$ cat src/rtl/seg_scan_pkg.sv
// Shared types and helpers for the multiplexed 7-segment scan controller.
// Latency: n/a (types, constants and a pure function only).
// Backpressure: n/a.
package seg_scan_pkg;

    typedef enum logic [1:0] {
        IDLE  = 2'd0,
        BLANK = 2'd1,
        DRIVE = 2'd2
    } state_t;

    localparam int BCD_W      = 4;
    localparam int BCD_MAX    = 9;
    // Widest digit vector the leading-zero helper accepts.
    localparam int MAX_DIGITS = 16;

    // Bit i set when digit i and every more-significant digit are zero.
    // Digit 0 is never flagged, so a value of zero still shows one "0".
    function automatic logic [MAX_DIGITS-1:0] lz_mask(
        input logic [BCD_W*MAX_DIGITS-1:0] digits,
        input int                          num_digits
    );
        logic [MAX_DIGITS-1:0] mask;
        logic                  zero_run;
        mask     = '0;
        zero_run = 1'b1;
        for (int i = MAX_DIGITS - 1; i >= 1; i--) begin
            if (i < num_digits) begin
                zero_run = zero_run && (digits[i*BCD_W +: BCD_W] == '0);
                mask[i]  = zero_run;
            end
        end
        return mask;
    endfunction

endpackage

$ cat src/rtl/scan_phase_timer.sv
// Loadable down-counter that flags the last cycle of a BLANK or DRIVE phase.
// Latency: tc is high in the cycle the count reaches zero; a load of N-1 gives an N-cycle phase.
// Backpressure: none; the count holds at zero until reloaded, never wrapping.
module scan_phase_timer #(
    parameter int W = 1
) (
    input  logic         clk,
    input  logic         rst,
    input  logic         load,
    input  logic [W-1:0] load_val,
    output logic         tc
);

    logic [W-1:0] cnt;

    // Count down from the loaded value and park at zero.
    always_ff @(posedge clk) begin
        if (rst) begin
            cnt <= '0;
        end else if (load) begin
            cnt <= load_val;
        end else if (cnt != '0) begin
            cnt <= cnt - 1'b1;
        end
    end

    assign tc = (cnt == '0);

endmodule

$ cat src/rtl/seg_scan_ctrl.sv
// Time-multiplexes one BCD-to-7-segment decoder across NUM_DIGITS common-anode digits.
// Latency: outputs are registered; a digit's code is presented at the start of its blanking gap.
// Backpressure: none; loads are always accepted, the newest pending value wins at a frame boundary.
module seg_scan_ctrl
    import seg_scan_pkg::*;
#(
    parameter int NUM_DIGITS   = 4,
    parameter int DWELL_CYCLES = 50000,
    parameter int BLANK_CYCLES = 500
) (
    input  logic                          clk,
    input  logic                          rst,
    input  logic                          enable,
    input  logic                          load,
    input  logic [BCD_W*NUM_DIGITS-1:0]   digits_in,
    input  logic                          lz_blank_en,
    output logic                          load_ack,
    output logic [BCD_W-1:0]              bcd_out,
    output logic                          seg_blank,
    output logic [NUM_DIGITS-1:0]         an,
    output logic                          frame_done
);

    localparam int DIG_W  = BCD_W * NUM_DIGITS;
    localparam int IDX_W  = (NUM_DIGITS > 1) ? $clog2(NUM_DIGITS) : 1;
    localparam int T_MAX  = (DWELL_CYCLES > BLANK_CYCLES) ? DWELL_CYCLES : BLANK_CYCLES;
    localparam int TMR_W  = (T_MAX > 1) ? $clog2(T_MAX) : 1;

    localparam logic [TMR_W-1:0] DWELL_LD = TMR_W'(DWELL_CYCLES - 1);
    localparam logic [TMR_W-1:0] BLANK_LD = TMR_W'((BLANK_CYCLES > 0) ? BLANK_CYCLES - 1 : 0);
    localparam logic [IDX_W-1:0] LAST_IDX = IDX_W'(NUM_DIGITS - 1);
    // With no gap configured, each digit begins directly in DRIVE.
    localparam state_t FIRST_PHASE = (BLANK_CYCLES > 0) ? BLANK : DRIVE;

    state_t                  state, next_state;
    logic [IDX_W-1:0]        idx, next_idx;
    logic                    tc, timer_load;
    logic [TMR_W-1:0]        timer_val;
    logic [DIG_W-1:0]        active, pending, act_next;
    logic                    pending_valid;
    logic                    frame_end, digit_start, xfer;

    logic [BCD_W*MAX_DIGITS-1:0] act_wide;
    logic [NUM_DIGITS-1:0]       lz;
    logic [BCD_W-1:0]            cur_dig;
    logic [NUM_DIGITS-1:0]       an_d;
    logic [BCD_W-1:0]            bcd_d;
    logic                        seg_blank_d;

    // Phase boundaries: a digit starts on leaving IDLE or at the end of the previous dwell.
    assign frame_end   = enable && (state == DRIVE) && tc && (idx == LAST_IDX);
    assign digit_start = enable && ((state == IDLE) || ((state == DRIVE) && tc));
    assign xfer        = pending_valid && ((enable && (state == IDLE)) || frame_end);
    assign timer_load  = enable && ((state == IDLE) || tc);
    assign timer_val   = (next_state == BLANK) ? BLANK_LD : DWELL_LD;
    assign act_next    = xfer ? pending : active;

    scan_phase_timer #(
        .W (TMR_W)
    ) u_timer (
        .clk      (clk),
        .rst      (rst),
        .load     (timer_load),
        .load_val (timer_val),
        .tc       (tc)
    );

    // State and digit index register.
    always_ff @(posedge clk) begin
        if (rst) begin
            state <= IDLE;
            idx   <= '0;
        end else begin
            state <= next_state;
            idx   <= next_idx;
        end
    end

    // Next state: enable low always parks in IDLE; otherwise step phases on terminal count.
    always_comb begin
        next_state = state;
        next_idx   = idx;
        if (!enable) begin
            next_state = IDLE;
            next_idx   = '0;
        end else begin
            case (state)
                IDLE: begin
                    next_state = FIRST_PHASE;
                    next_idx   = '0;
                end
                BLANK: begin
                    if (tc) next_state = DRIVE;
                end
                DRIVE: begin
                    if (tc) begin
                        next_state = FIRST_PHASE;
                        next_idx   = (idx == LAST_IDX) ? '0 : idx + 1'b1;
                    end
                end
                default: begin
                    next_state = IDLE;
                    next_idx   = '0;
                end
            endcase
        end
    end

    // Next outputs: anode follows the next phase; digit code is refreshed only at digit start.
    always_comb begin
        act_wide               = '0;
        act_wide[DIG_W-1:0]    = act_next;
        lz                     = NUM_DIGITS'(lz_mask(act_wide, NUM_DIGITS));
        cur_dig                = act_next[next_idx*BCD_W +: BCD_W];
        for (int i = 0; i < NUM_DIGITS; i++) begin
            an_d[i] = !((next_state == DRIVE) && (next_idx == IDX_W'(i)));
        end
        bcd_d       = bcd_out;
        seg_blank_d = seg_blank;
        if (next_state == IDLE) begin
            bcd_d       = '0;
            seg_blank_d = 1'b1;
        end else if (digit_start) begin
            if (cur_dig > BCD_W'(BCD_MAX)) begin
                // The decoder output is undefined above 9, so never present such a code.
                bcd_d       = '0;
                seg_blank_d = 1'b1;
            end else begin
                bcd_d       = cur_dig;
                seg_blank_d = lz_blank_en && lz[next_idx];
            end
        end
    end

    // Display buffers: transfer takes the old pending value before a same-cycle load replaces it.
    always_ff @(posedge clk) begin
        if (rst) begin
            active        <= '0;
            pending       <= '0;
            pending_valid <= 1'b0;
        end else begin
            if (xfer) begin
                active        <= pending;
                pending_valid <= 1'b0;
            end
            if (load) begin
                pending       <= digits_in;
                pending_valid <= 1'b1;
            end
        end
    end

    // Output registers.
    always_ff @(posedge clk) begin
        if (rst) begin
            an         <= '1;
            bcd_out    <= '0;
            seg_blank  <= 1'b1;
            load_ack   <= 1'b0;
            frame_done <= 1'b0;
        end else begin
            an         <= an_d;
            bcd_out    <= bcd_d;
            seg_blank  <= seg_blank_d;
            load_ack   <= load;
            frame_done <= frame_end;
        end
    end

endmodule

$ cat config.mk
export PLATFORM = sky130hd
export DESIGN_NAME = seg_scan_ctrl
export DESIGN_NICKNAME = d
export VERILOG_FILES = /design/src/rtl/seg_scan_pkg.sv /design/src/rtl/scan_phase_timer.sv /design/src/rtl/seg_scan_ctrl.sv
export SDC_FILE = /design/constraint.sdc
export NUM_CORES = 1
export LEC_CHECK = 0
export CORE_ASPECT_RATIO = 1.2
export CORE_MARGIN = 4
export CORE_UTILIZATION = 50
export CTS_CLUSTER_SIZE = 40
export DETAILED_ROUTE_END_ITERATION = 16
export PLACE_DENSITY = 0.72
export SLEW_MARGIN = 10
export SYNTH_ARGS = -nofsm -noshare
export SYNTH_HDL_FRONTEND = slang
export SYNTH_SLANG_ARGS = --single-unit
$ cat constraint.sdc
create_clock -name clk -period 3.65 [get_ports clk]
set_clock_uncertainty 0.15 [all_clocks]
set_input_delay 1.095 -clock clk [delete_from_list [all_inputs] [get_ports clk]]
set_output_delay 1.095 -clock clk [all_outputs]
set_load 0.02 [all_outputs]
* After elaboration in Yosys (flattened, before gate mapping) *
Index checks and enable logic that the tools add are counted.

operators by class
  magnitude comparators = 2
  shifts and indexed selects = 1
  add/sub/neg operators = 2
  muxes and demuxes = 18
  equal/unequal tests = 8
  reductions and logical operators = 33

operators with widths
  kind                   count
  $mux 16                4
  $logic_not 16->1       1
  $reduce_bool 16->1     1
  $shiftx 16x5->4        1
  $sub 16x1->16 const B  1
  $logic_and 1x1->1      15
  $logic_not 4->1        3
  $mux 2                 6
  $eq 2x2->1 const B     5
  $eq 2x1->1 const B     3
  $logic_not 2->1        3
  $pmux 2 s3             1
  $gt 4x4->1 const B     1
  $logic_not 1->1        4
  $mux 1                 4
  $mux 4                 1
  $pmux 2 s2             1
  $reduce_bool 2->1      2
  $logic_or 1x1->1       3
  $lt 2x3->1 const B     1
  $add 2x1->2 const B    1
  $bmux 1 s2             1
  $reduce_or 2->1        1

storage, ports and cells
  logic and storage cells = 75
  bits of input ports = 21
  register bits after elaboration = 64

* Longest topological paths before layout *
Gate-level depths: netlist of the first run.

  word-level depth = 14
  mapped depth = 12

* Cells and area by module *
A second synthesis of the first run with hierarchy kept.

second synthesis, totals
  cells, all modules = 327
  area total of the unflattened synthesis = 3044.2 um^2

by module, submodules not included
  module            area an instance (um^2)  seq. area each (um^2)  cells an instance  instances
  seg_scan_ctrl     2079.5                   960.9                  211                1
  scan_phase_timer  964.7                    320.3                  116                1

* Worst setup path after synthesis of the first run *
Ideal clock, no wire load.

  kind = register to register
  from = reg u_timer.cnt[0]
  to = reg bcd_out[3]
  period minus slack after synthesis = 2757 ps
  arrival time = 2490 ps
  required time = 3383 ps
  setup slack = 893 ps
  cell stages (with the launch flop) = 11
  library setup time = 117 ps
  cells stage by stage = dfxtp_1 -> inv_1 -> ha_1 -> nor4b_4 -> and4_4 -> buf_8 -> mux2i_1 -> nand2_1 -> o22a_1 -> and4bb_1 -> a32o_1

on the way
  longest elaborated chain between the ends = 9
  elaborated cells between the ends (all ways) = 21

RTL lines
  what                                                RTL line                RTL
  start: declaration                                  scan_phase_timer.sv:14  logic [W-1:0] cnt;
  start signal: assignment                            scan_phase_timer.sv:21  cnt <= load_val;
  start signal: assignment                            scan_phase_timer.sv:23  cnt <= cnt - 1'b1;
  $logic_not 16->1 *                                  scan_phase_timer.sv:27  assign tc = (cnt == '0);
  branches (longest 8 deep; another with $gt 4x4->1)  n/a
  end signal: assignment                              seg_scan_ctrl.sv:157    bcd_out <= '0;
  end signal: assignment                              seg_scan_ctrl.sv:163    bcd_out <= bcd_d;
  end: declaration                                    seg_scan_ctrl.sv:18     output logic [BCD_W-1:0] bcd_out,

Mark *: on every way between the ends.
A chain may end at the register's enable or synchronous reset.

* Worst setup path in the final report of the first run *
  from = in enable
  to = reg seg_blank

on the way
  longest elaborated chain between the ends = 13
  elaborated cells between the ends (all ways) = 23

RTL lines
  what                                                 RTL line              RTL
  start: declaration                                   seg_scan_ctrl.sv:13   input logic enable,
  branches (longest 13 deep; another with $gt 4x4->1)  n/a
  end signal: assignment                               seg_scan_ctrl.sv:164  seg_blank <= seg_blank_d;
  end: declaration                                     seg_scan_ctrl.sv:19   output logic seg_blank,

Parallel ways; which one is timed is not known. The select of a mux whose other input is x is not followed.

==> results.cfg, run 1 <==
[global_route]
grt_util_all_layers = 0.203
grt_pass1_vias = 2561
gr-total-overflow = 0
antenna_found_initial = 0
grt_max_degree = 47
grt_pass1_wl_um = 11800

[floorplanning]
die_height_um = 93.8
die_x_um = 79.5
initial_utilization = 0.510
io_pins = 32
dieArea_mm2 = 0.00746
num_rows = 31
core_mm2 = 0.00601

[routing]
drt_iter0_markers = 114
met2_wirelength_um = 3590
wirelength_um = 6900
drc = 0
ant_nets = 0
via_per_inst = 5.59
vias = 2550
wl_met3_um = 279
drt-pass1-iter-count = 5
m1WireLength_um = 2780
routed.top_layer = met4
route.detailed.wl_per_inst_um = 15.1

[worst_setup_path]
critPathCaptureType = flip-flop
critPathKind = input pin to flip-flop
startpoint = enable
path_max_fanout = 7
crit_slowest_cell = clkdlybuf4s50_1
r2r_cells = 10
worstSetupEndpoint = seg_blank$_SDFFE_PP1P_
cp.arrival_ps = 3340
cp-start-kind = input pin
critPathMaxStageDelay_ps = 610
worstPathRequired_ps = 3770
reg2reg_to = seg_blank$_SDFFE_PP1P_
r2r-start = state[1]$_SDFF_PP0_
r2r_setup_slack_ps = 690
crit_chain = clkdlybuf4s50_1 -> and2_1 -> o21ai_0 -> mux2i_1 -> buf_4 -> nand2_1 -> o22a_1 -> and4bb_1 -> nor2_1 -> a2bb2oi_1

[outcome]
status = finished, final reports clean

[cts]
clk_pin_slew_worst_paths_ps = 70
clock_sinks = 64
hold_buffers = 0
clk_path_buf_depth = 2
cts_tree = built
cts-htree-levels = 3
clk_latency_ps = 350
cts_made_buffers = 9
cts-resized-gates = 0
cts_root_buffer = clkbuf_8
cts_setup_buffers = 0

[worst_hold_path]
min_from = seg_blank$_SDFFE_PP1P_
hp-class = flip-flop to flip-flop

[finish]
fin_nets = 397
syn2layout_area_growth_pct = 22.3
insertedDiodeCount = 0
drive_above_1_share = 0.120
layout_commonest_cell = dfxtp_1
final_cell_mix = 64 x dfxtp_1, 49 x nor2_1, 31 x mux2i_1, 31 x clkdlybuf4s50_1, 26 x nand2_1

[synth]
synth_top_area_share = 0.418
synth.distinct_cells = 61
synth_ff_type = dfxtp_1
syn-num-nets = 356
yosysTopAreaCell = dfxtp_1
ys_ff_latch = 64
yosys-top-cells-area = dfxtp_1 42%, mux2i_1 10%, nor2_1 6.0%
synth_warnings = 0
async_reset_ff_frac = 0
netlist_area_mm2 = 0.00307
synth_edf_count = 0
synth.avg_cell_area_um2 = 9.35
seq_area_frac_synth = 0.418
syn_inst = 328

[timing]
worst_slew_pin_slew_ps = 480
max_freq_ghz = 0.311
finalSetupViolations = 0
finalWorstSetupSlack_ps = 434
relSlewSlack = 0.676
worst_hold_slack_ps = 320
rsz0062_at_grt = no
setup_tns_ps = 0
finalMaxSlewViolations = 0
period_share = 0.881
min_period_ps = 3220
hold_violations = 0

[run]
drv_cap = 0

[power_and_ir_drop]
max-vdd-ir-drop_uv = 371
power_leakage_nw = 1.50
p_per_area_mw_per_mm2 = 477

[placement]
io_buffers = 31
post-place-ws_ps = 173
gp_congestion = 0.823
dpl.hpwl_um = 5060
==> logic make-up (layout without fill, tap and decap cells) <==
kind of cell | Yosys count | in the layout | share of synthesized area
XOR/XNOR | 11 | 11 | 0.0314
adder cells (fa/ha/maj) | 7 | 7 | 0.0285
buffers and inverters | 26 | 72 | 0.0428
AO/OA/AOI/OAI | 64 | 64 | 0.146
AND/OR/NAND/NOR | 123 | 123 | 0.223
flip-flops | 64 | 64 | 0.418
multiplexers | 33 | 33 | 0.110
==> per-layer routing <==
layer / GRT usage / vias up
met4: 0.106 / 0
met3: 0.0576 / 21
met5: 0 / -
met2: 0.353 / 60
met1: 0.220 / 1206
li1: - / 1263
==> cell usage after synthesis, drive strengths merged (2+ instances only) <==
cell / count
nand2: 26
o2111ai: 4
nor4: 6
nor2b: 3
nand3: 8
mux2: 2
a31oi: 2
mux2i: 31
xor2: 3
nor4b: 2
o22ai: 2
buf: 6
a22oi: 2
o21ai: 11
ha: 7
xnor2: 8
nand2b: 2
dfxtp: 64
o211ai: 6
clkbuf: 7
and2: 2
or4: 3
nand4: 5
o31ai: 2
a21oi: 17
o41ai: 3
nor3: 7
nor2: 52
inv: 13
a32o: 2
o21a: 3
==> sequential cells by signal, summed over array words and instances, names as in the netlist <==
name	flops
pending_valid	1
an	4
bcd_out	4
seg_blank	1
u_timer.cnt	16
load_ack	1
frame_done	1
active	16
idx	2
state	2
pending	16
==> final cells by class <==
| type | instances | area [um^2] |
|---|---|---|
| Clock buffer | 12 | 165 |
| Clock inverter | 4 | 98.8 |
| Fill cell | 534 | 2260 |
| Inverter | 13 | 48.8 |
| Multi-Input combinational cell | 238 | 1660 |
| Sequential cell | 64 | 1280 |
| Tap cell | 82 | 103 |
| Timing Repair Buffer | 43 | 400 |
==> power by group <==
part           switching, W  internal, W
combinational      0.000123     0.000113
sequential        0.0000406     0.000733
clock              0.000271     0.000511
==> critical path: cells and delay by family <==
kind,cells,cell delay (ps)
buf+inv,2,790
simple gates,4,710
compound gates,3,540
mux,1,210
==> per-stage QoR <==
stage	cells	instance area (um^2)	utilization	total power, W
finish	456	3750	0.624	0.00179
CTS	456	3750	0.624	0.00181
floorplan	328	3070	-	0.000961
global route	456	3750	0.624	0.00187
global placement	440	3490	0.580	0.00102
detailed placement	440	3490	0.580	0.00103
==> how the worst min path moves through the flow <==
stage                        endpoint  slack, ps  depth (start not counted)
2_1_floorplan    active[1]$_SDFF_PP0_        300                          2
3_3_place_gp   seg_blank$_SDFFE_PP1P_        290                          2
3_5_place_dp   seg_blank$_SDFFE_PP1P_        290                          2
4_1_cts        seg_blank$_SDFFE_PP1P_        320                          2
5_1_grt        seg_blank$_SDFFE_PP1P_        330                          2
6_report       seg_blank$_SDFFE_PP1P_        320                          2
No activity file was read; power rests on OpenSTA's default activity.
==> run 2: changes to the inputs <==
--- a/config.mk
+++ b/config.mk
@@ -15,3 +15,4 @@
 export SYNTH_ARGS = -nofsm -noshare
 export SYNTH_HDL_FRONTEND = slang
 export SYNTH_SLANG_ARGS = --single-unit
+export TNS_END_PERCENT = 50
==> constraint.sdc (replaced) <==
create_clock -name clk -period 3.5 [get_ports clk]
set_clock_uncertainty 0.15 [all_clocks]
set_input_delay 1.05 -clock clk [delete_from_list [all_inputs] [get_ports clk]]
set_output_delay 1.05 -clock clk [all_outputs]
set_load 0.02 [all_outputs]
==> results.cfg, run 2 (synthesis gave the netlist of run 1 again) <==
[outcome]
status = finished, final reports clean

[cts]
cts_tree = built
cts_root_buffer = clkbuf_8
cts-htree-levels = 3
clk_pin_slew_worst_paths_ps = 70
cts_setup_buffers = 0
clk_latency_ps = 340
clk_path_buf_depth = 2
clock_sinks = 64
cts-resized-gates = 0
hold_buffers = 0
cts_made_buffers = 9

[timing]
rsz0062_at_grt = no
hold_violations = 0
max_freq_ghz = 0.321
relSlewSlack = 0.436
worst_slew_pin_slew_ps = 838
setup_tns_ps = 0
finalMaxSlewViolations = 0
finalSetupViolations = 0
min_period_ps = 3110
finalWorstSetupSlack_ps = 387
period_share = 0.890

[floorplanning]
io_pins = 32
core_mm2 = 0.00601
initial_utilization = 0.510
die_height_um = 93.8
dieArea_mm2 = 0.00746
num_rows = 31
die_x_um = 79.5

[global_route]
grt_pass1_vias = 2548
grt_pass1_wl_um = 11500
gr-total-overflow = 0
grt_max_degree = 47
antenna_found_initial = 0
grt_util_all_layers = 0.198

[worst_setup_path]
crit_slowest_cell = clkdlybuf4s50_1
critPathBufInv = 1
path_max_fanout = 7
critPathMaxStageDelay_ps = 580
critPathCaptureType = flip-flop
cp-start-kind = input pin
worstPathRequired_ps = 3580
critPathKind = input pin to flip-flop
crit_family = simple AND/OR/NAND/NOR gates
cp.arrival_ps = 3190
crit_chain = clkdlybuf4s50_1 -> and2_1 -> o211ai_1 -> mux2_2 -> nand2_1 -> o22a_1 -> or3b_1 -> a32o_1

[run]
drv_cap = 0

[finish]
drive_above_1_share = 0.115
insertedDiodeCount = 0
layout_commonest_cell = dfxtp_1
top_regs = active (16), pending (16), u_timer.cnt (16)
fin_nets = 397
final_cells = 456
final_cell_mix = 64 x dfxtp_1, 49 x nor2_1, 31 x mux2i_1, 31 x clkdlybuf4s50_1, 26 x nand2_1
syn2layout_area_growth_pct = 21.0

[routing]
wirelength_um = 6820
vias = 2499
drc = 0
ant_nets = 0
via_per_inst = 5.48
route.detailed.wl_per_inst_um = 15.0
drt_iter0_markers = 89
drt-pass1-iter-count = 7

[power_and_ir_drop]
max-vdd-ir-drop_uv = 332
finalPower_w = 0.00176
p_per_area_mw_per_mm2 = 473
power_leakage_nw = 1.48

[placement]
gp_congestion = 0.838
io_buffers = 31
dpl.hpwl_um = 5000
dp_cells = 440
post-place-ws_ps = 93.7

[worst_hold_path]
hp-class = flip-flop to flip-flop
run 2: metrics by stage:
stage | cell area (um^2) | utilization | hold slack (ps)
finish | 3710 | 0.617 | 302
global route | 3710 | 0.617 | 328
CTS | 3710 | 0.617 | 305
detailed placement | 3490 | 0.580 | 294
global placement | 3490 | 0.580 | 292
floorplan | 3070 | - | 299
run 2: worst min-delay path: stages (launching register included):
cell and delay, ps:
dfxtp_1 320, inv_1 50, a2bb2oi_1 40
run 2: final timing paths:
| kind | slack, ps | cells after the start | startpoint | end |
|---|---|---|---|---|
| worst max register to register | 510 | 9 | state[1]$_SDFF_PP0_ | bcd_out[2]$_SDFFE_PP0P_ |
| worst max-delay path | 390 | 8 | enable | bcd_out[2]$_SDFFE_PP0P_ |
| worst min-delay path | 300 | 2 | seg_blank$_SDFFE_PP1P_ | seg_blank$_SDFFE_PP1P_ |
| worst min register to register | 300 | 2 | seg_blank$_SDFFE_PP1P_ | seg_blank$_SDFFE_PP1P_ |
run 2: layout make-up:
type	instances	area [um^2]
Clock buffer	12	145
Clock inverter	4	77.6
Fill cell	524	2300
Inverter	13	48.8
Multi-Input combinational cell	238	1660
Sequential cell	64	1280
Tap cell	82	103
Timing Repair Buffer	43	400
run 2: report_power, final:
part	total [W]	internal [W]	switching, W
sequential	0.000807	0.000765	0.0000429
combinational	0.000246	0.000118	0.000128
clock	0.000702	0.000424	0.000279
total	0.00176	0.00131	0.000450
run 2: metal layers:
layer | wire, um | vias up | share of wire | track usage
li1 | - | 1254 | - | -
met1 | 2690 | 1179 | 0.39 | 0.205
met2 | 3670 | 46 | 0.54 | 0.358
met3 | 233 | 20 | 0.034 | 0.0518
met4 | 234 | 0 | 0.034 | 0.107
met5 | 0 | - | 0 | 0
